===== src/rtl/lcd_fetch_ctrl.sv =====
// rtl/lcd_fetch_ctrl.sv - frame fetch sequencer feeding the LCD pixel FIFO from a memory framebuffer
module lcd_fetch_ctrl #(
  parameter int FRAME_PIXELS = 76800,
  parameter int BURST_LEN    = 256,
  parameter int ADDR_W       = 32,
  parameter int DATA_W       = 16,
  parameter int PIX_BYTES    = 2,
  parameter int LEN_W        = 9
) (
  input  logic              clk,
  input  logic              rst,
  input  logic              enable,
  input  logic              frame_start,
  input  logic [ADDR_W-1:0] fb_base,
  input  logic              clr_err,
  output logic              busy,
  output logic              frame_done,
  output logic              err_ovf,
  output logic              err_late,
  output logic              mem_req,
  output logic [ADDR_W-1:0] mem_addr,
  output logic [LEN_W-1:0]  mem_len,
  input  logic              mem_gnt,
  input  logic              mem_rvalid,
  input  logic [DATA_W-1:0] mem_rdata,
  output logic              fifo_wr_en,
  output logic [DATA_W-1:0] fifo_wr_data,
  input  logic              fifo_wr_full,
  input  logic              fifo_almost_full
);

  localparam int REM_W = $clog2(FRAME_PIXELS + 1);

  localparam logic [1:0] S_IDLE  = 2'd0;
  localparam logic [1:0] S_SPACE = 2'd1;
  localparam logic [1:0] S_REQ   = 2'd2;
  localparam logic [1:0] S_DATA  = 2'd3;

  localparam logic [REM_W-1:0] FRAME_CNT = REM_W'(FRAME_PIXELS);
  localparam logic [LEN_W-1:0] BURST_CNT = LEN_W'(BURST_LEN);

  logic [1:0]        r_state;
  logic [ADDR_W-1:0] r_addr;
  logic [REM_W-1:0]  r_remain;
  logic [LEN_W-1:0]  r_beats;
  logic              r_stop;
  logic              r_busy;
  logic              r_frame_done;
  logic              r_err_ovf;
  logic              r_err_late;
  logic              r_mem_req;
  logic [ADDR_W-1:0] r_mem_addr;
  logic [LEN_W-1:0]  r_mem_len;

  logic              w_beat;
  logic              w_last;
  logic [LEN_W-1:0]  w_next_len;
  logic [ADDR_W-1:0] w_step;
  logic [REM_W-1:0]  w_remain_next;

  // Only beats that arrive while a burst is outstanding belong to the frame;
  // anything else is a stale beat from an aborted burst.
  assign w_beat        = mem_rvalid && (r_state == S_DATA);
  assign w_last        = w_beat && (r_beats == LEN_W'(1));
  assign w_next_len    = (int'(r_remain) >= BURST_LEN) ? BURST_CNT : LEN_W'(r_remain);
  assign w_step        = ADDR_W'(r_mem_len) * ADDR_W'(PIX_BYTES);
  assign w_remain_next = r_remain - REM_W'(r_mem_len);

  assign fifo_wr_en   = w_beat && !fifo_wr_full;
  assign fifo_wr_data = mem_rdata;

  assign busy       = r_busy;
  assign frame_done = r_frame_done;
  assign err_ovf    = r_err_ovf;
  assign err_late   = r_err_late;
  assign mem_req    = r_mem_req;
  assign mem_addr   = r_mem_addr;
  assign mem_len    = r_mem_len;

  // Frame sequencing: wait for FIFO room, request a burst, count its beats, advance.
  always_ff @(posedge clk) begin
    if (rst) begin
      r_state      <= S_IDLE;
      r_addr       <= '0;
      r_remain     <= '0;
      r_beats      <= '0;
      r_stop       <= 1'b0;
      r_busy       <= 1'b0;
      r_frame_done <= 1'b0;
      r_mem_req    <= 1'b0;
      r_mem_addr   <= '0;
      r_mem_len    <= '0;
    end else begin
      r_frame_done <= 1'b0;
      case (r_state)
        S_IDLE: begin
          if (frame_start && enable) begin
            r_addr   <= fb_base;
            r_remain <= FRAME_CNT;
            r_busy   <= 1'b1;
            r_state  <= S_SPACE;
          end
        end
        S_SPACE: begin
          if (!enable) begin
            r_busy  <= 1'b0;
            r_state <= S_IDLE;
          end else if (!fifo_almost_full) begin
            r_mem_req  <= 1'b1;
            r_mem_addr <= r_addr;
            r_mem_len  <= w_next_len;
            r_state    <= S_REQ;
          end
        end
        S_REQ: begin
          // A disable while a burst is in flight is remembered and honoured
          // once the burst has fully drained.
          if (!enable) begin
            r_stop <= 1'b1;
          end
          if (mem_gnt) begin
            r_mem_req <= 1'b0;
            r_beats   <= r_mem_len;
            r_state   <= S_DATA;
          end
        end
        S_DATA: begin
          if (!enable) begin
            r_stop <= 1'b1;
          end
          if (w_beat) begin
            r_beats <= r_beats - LEN_W'(1);
            if (w_last) begin
              r_addr   <= r_addr + w_step;
              r_remain <= w_remain_next;
              r_stop   <= 1'b0;
              if (w_remain_next == '0) begin
                r_frame_done <= 1'b1;
                r_busy       <= 1'b0;
                r_state      <= S_IDLE;
              end else if (r_stop || !enable) begin
                r_busy  <= 1'b0;
                r_state <= S_IDLE;
              end else begin
                r_state <= S_SPACE;
              end
            end
          end
        end
        default: r_state <= S_IDLE;
      endcase
    end
  end

  // Sticky error flags; a new event in the same cycle as clr_err keeps the flag set.
  always_ff @(posedge clk) begin
    if (rst) begin
      r_err_ovf  <= 1'b0;
      r_err_late <= 1'b0;
    end else begin
      if (w_beat && fifo_wr_full) begin
        r_err_ovf <= 1'b1;
      end else if (clr_err) begin
        r_err_ovf <= 1'b0;
      end
      if (frame_start && r_busy) begin
        r_err_late <= 1'b1;
      end else if (clr_err) begin
        r_err_late <= 1'b0;
      end
    end
  end

endmodule

===== config.mk =====
export PLATFORM = sky130hd
export DESIGN_NAME = lcd_fetch_ctrl
export DESIGN_NICKNAME = d
export VERILOG_FILES = /design/src/rtl/lcd_fetch_ctrl.sv
export SDC_FILE = /design/constraint.sdc
export NUM_CORES = 1
export LEC_CHECK = 0
export ABC_AREA = 1
export CORE_ASPECT_RATIO = 2
export CORE_MARGIN = 4
export CORE_UTILIZATION = 40
export CTS_CLUSTER_SIZE = 12
export DETAILED_ROUTE_END_ITERATION = 10
export SYNTH_ARGS = -nofsm -noshare
export SYNTH_HDL_FRONTEND = slang
export SYNTH_SLANG_ARGS = --single-unit

===== constraint.sdc =====
create_clock -name clk -period 2.4 [get_ports clk]
set_input_delay 0.48 -clock clk [delete_from_list [all_inputs] [get_ports clk]]
set_output_delay 0.48 -clock clk [all_outputs]
set_load 0.01 [all_outputs]

==> flow_metrics.env <==
export IMPL_postRouteAntennaNets=0
export IMPL_r2r_setup_slack_ps=100
export IMPL_end_kind="flop"
export IMPL_clk_latency_ps=350
export IMPL_cts_sinks=107
export IMPL_rsz0062_at_grt="true"
export IMPL_async_flop_share=0
export IMPL_initial_core_util=0.408
export IMPL_ir_drop_uv=304
export IMPL_total_power_w=0.00431
export IMPL_ys_ff_latch=107
export IMPL_dp_hpwl_um=15700
export IMPL_worst_slew_pin_slew_ps=619
export IMPL_critPathArrivalTime_ps=2550
export IMPL_worst_setup_path_type="flop to flop"
export IMPL_vias=6504
export IMPL_grt_pass1_vias=6294
export IMPL_io_pins=120
export IMPL_antennaDiodeCount=0
export IMPL_yosysWarnings=0
export IMPL_post_route_util=0.511
export IMPL_cts_root_buf="clkbuf_16"
export IMPL_finalHoldViolCount=0
export IMPL_slew_violations=0
export IMPL_grt_overflow_total=0
export IMPL_cts_tree="built"
export IMPL_timing_hold_ws_ps=461
export IMPL_worstPathMaxFanout=4
export IMPL_seq_area_sq_um=2150
export IMPL_slew_headroom=0.588
export IMPL_fin_ws_ps=102
export IMPL_portBuffers=87
export IMPL_final_common_cell="nand2_1"
export IMPL_fp_dieArea_sq_um=17800
export IMPL_finalCritPeriodShare=0.957
export IMPL_cts_clk_slew_worst_paths_ps=80
export IMPL_grt_antenna_before_repair=0
export IMPL_mostFrequentLayoutCells="nand2_1 (197), nor2_1 (117), dfxtp_1 (99)"
export IMPL_grt_usage=0.234
export IMPL_pwr_density_cell_nw_per_um2=551
export IMPL_totalWireLength_um=20600
export IMPL_multi_input_area_sq_um=3560
export IMPL_die_h_um=185
export IMPL_syn2layout_area_growth_pct=25.1
export IMPL_pwr_share_seq=0.459
export IMPL_routabilityCongestion=0.904
export IMPL_synth_edff_count=0
export IMPL_htree_num_levels=3
export IMPL_setup_viol_count_final=0
export IMPL_period_minus_slack_ps=2300
export IMPL_fmax_mhz=435
export IMPL_grt_pass1_wl_um=31800
export IMPL_synthFlopType="dfxtp_1"
export IMPL_post_drt_wl_per_cell_um=16.7
export IMPL_syn_avg_cell_area_sq_um=6.62
export IMPL_die_x_um=96.4
export IMPL_n_fill_cell=1623
export IMPL_setup_tns_final_ps=0
export IMPL_worst_ep_required_time_ps=2650
export IMPL_rows=64
export IMPL_intPower_w=0.00304
export IMPL_core_area_sq_um=15300
export IMPL_clk_path_buf_depth=2
export IMPL_yosysUniqueCellTypes=44
export IMPL_maxCapViolations=0
export IMPL_status="finished clean"
export IMPL_drt_iter0_markers=269
export IMPL_synth_seq_area_share=0.343
export IMPL_power_switching_w=0.00127
export IMPL_viasPerCell=5.28
export IMPL_fin_skew_ps=9.19
export IMPL_drive_gt1_frac=0.109
export IMPL_leakagePower_nw=3.20
export IMPL_syn_cell_area_sq_um=6250
export IMPL_hold_path_class="flop to flop"
export IMPL_pwr_share_comb=0.185
export IMPL_place_ws_ps=-141
export IMPL_grt_max_degree=53
export IMPL_remaining_drc_errors=0
export IMPL_clock_power_share=0.356
export IMPL_nets=1109
export IMPL_cts_buffers=9
export IMPL_dr_pass1_iters=5
export IMPL_power_switching_share=0.295
export IMPL_start_kind="flop"
export IMPL_syn_nets=1023
export IMPL_syn_inst=943
[final timing paths]
check	endpoint	start	cells past startpoint
worst max-delay path	busy	r_remain[0]	19
worst min-delay path	err_late	err_late	2
worst max register to register	busy	r_remain[0]	19
worst min register to register	err_late	err_late	2
[repair_timing]
action | 4_1_cts | 5_1_grt
gates resized for setup | 4 | 39
hold buffers | 0 | 0
setup endpoints to repair | 3 | 16
pin swaps | 0 | 11
endpoints found under the hold margin | 0 | 0
setup buffers | 0 | 5
[final cells by class]
class                   count  share of cell area
multi-input cells         684               0.456
flip-flops and latches    107               0.276
repair buffers            125               0.149
inverters                 102              0.0495
well taps                 198              0.0317
clock buffers               9              0.0288
clock inverters             7             0.00961
[cell families (layout without fill, tap and decap cells)]
| group | Yosys count | count (layout) | synth area share |
|---|---|---|---|
| and+or+nand+nor | 438 | 438 | 0.296 |
| AOI/OAI and AO/OA | 207 | 207 | 0.186 |
| buffers and inverters | 152 | 243 | 0.104 |
| DFF | 107 | 107 | 0.343 |
| adders and majority gates | 23 | 23 | 0.0485 |
| xor gates and xnor gates | 16 | 16 | 0.0224 |
[synthesized netlist by cell type (6+ instances only)]
master	instances	area, sq um
xor2_1	10	87.6
xnor2_1	6	52.6
nor2_1	119	447
clkbuf_1	27	101
o21ai_0	69	345
nor3_1	18	90.1
a32o_1	6	60.1
buf_2	6	30.0
ha_1	21	263
inv_1	94	353
buf_4	16	120
nand2_1	209	785
a21oi_1	91	455
nand3_1	65	325
a211oi_1	7	52.6
o211ai_1	12	90.1
dfxtp_1	107	2140
o21ai_1	7	35.0
[per-layer routing]
metal	up-vias	global-route usage	wire length, um
met5	-	0	0
met4	0	0.128	1160
met3	65	0.0278	730
met2	167	0.455	11700
met1	2993	0.227	7000
li1	3279	-	-
[worst max-delay path, cell delays in order (launching register included)]
cell and delay, ps:
dfxtp_2 350, inv_2 60, ha_4 160, fa_2 370
inv_1 60, nand2_1 60, nand2_2 120, nand3_2 90
nand2_2 90, nand2_2 80, nand2_1 70, nand2_1 50
nand2_1 80, nand2_1 60, nor2_1 80, nand3_1 120
nand2_2 110, nand3_1 70, nand2_1 70, nor2_1 40
[power groups by stage]
stage                     clock, W  combinational, W  sequential (W)
after floorplan                  0          0.000474         0.00201
after global placement           0          0.000775         0.00202
after CTS                  0.00158          0.000783         0.00198
final                      0.00154          0.000795         0.00198
after detailed placement         0          0.000778         0.00202
after global routing       0.00165          0.000882         0.00199
[stage by stage]
| step | area, sq um | std cells |
|---|---|---|
| 4_1_cts | 7670 | 1227 |
| 5_1_grt | 7820 | 1232 |
| 3_5_place_dp | 7360 | 1211 |
| 6_report | 7820 | 1232 |
| 3_3_place_gp | 7360 | 1211 |
| 2_1_floorplan | 6250 | 943 |
[registers in the layout, summed over array words and instances (netlist names), named ones only]
register / cells
err_late: 1
mem_req: 1
mem_len: 9
r_addr: 32
r_stop: 1
mem_addr: 32
r_state: 1
r_beats: 9
frame_done: 1
err_ovf: 1
busy: 1
r_remain: 17
No activity file was read; power rests on OpenSTA's default activity.
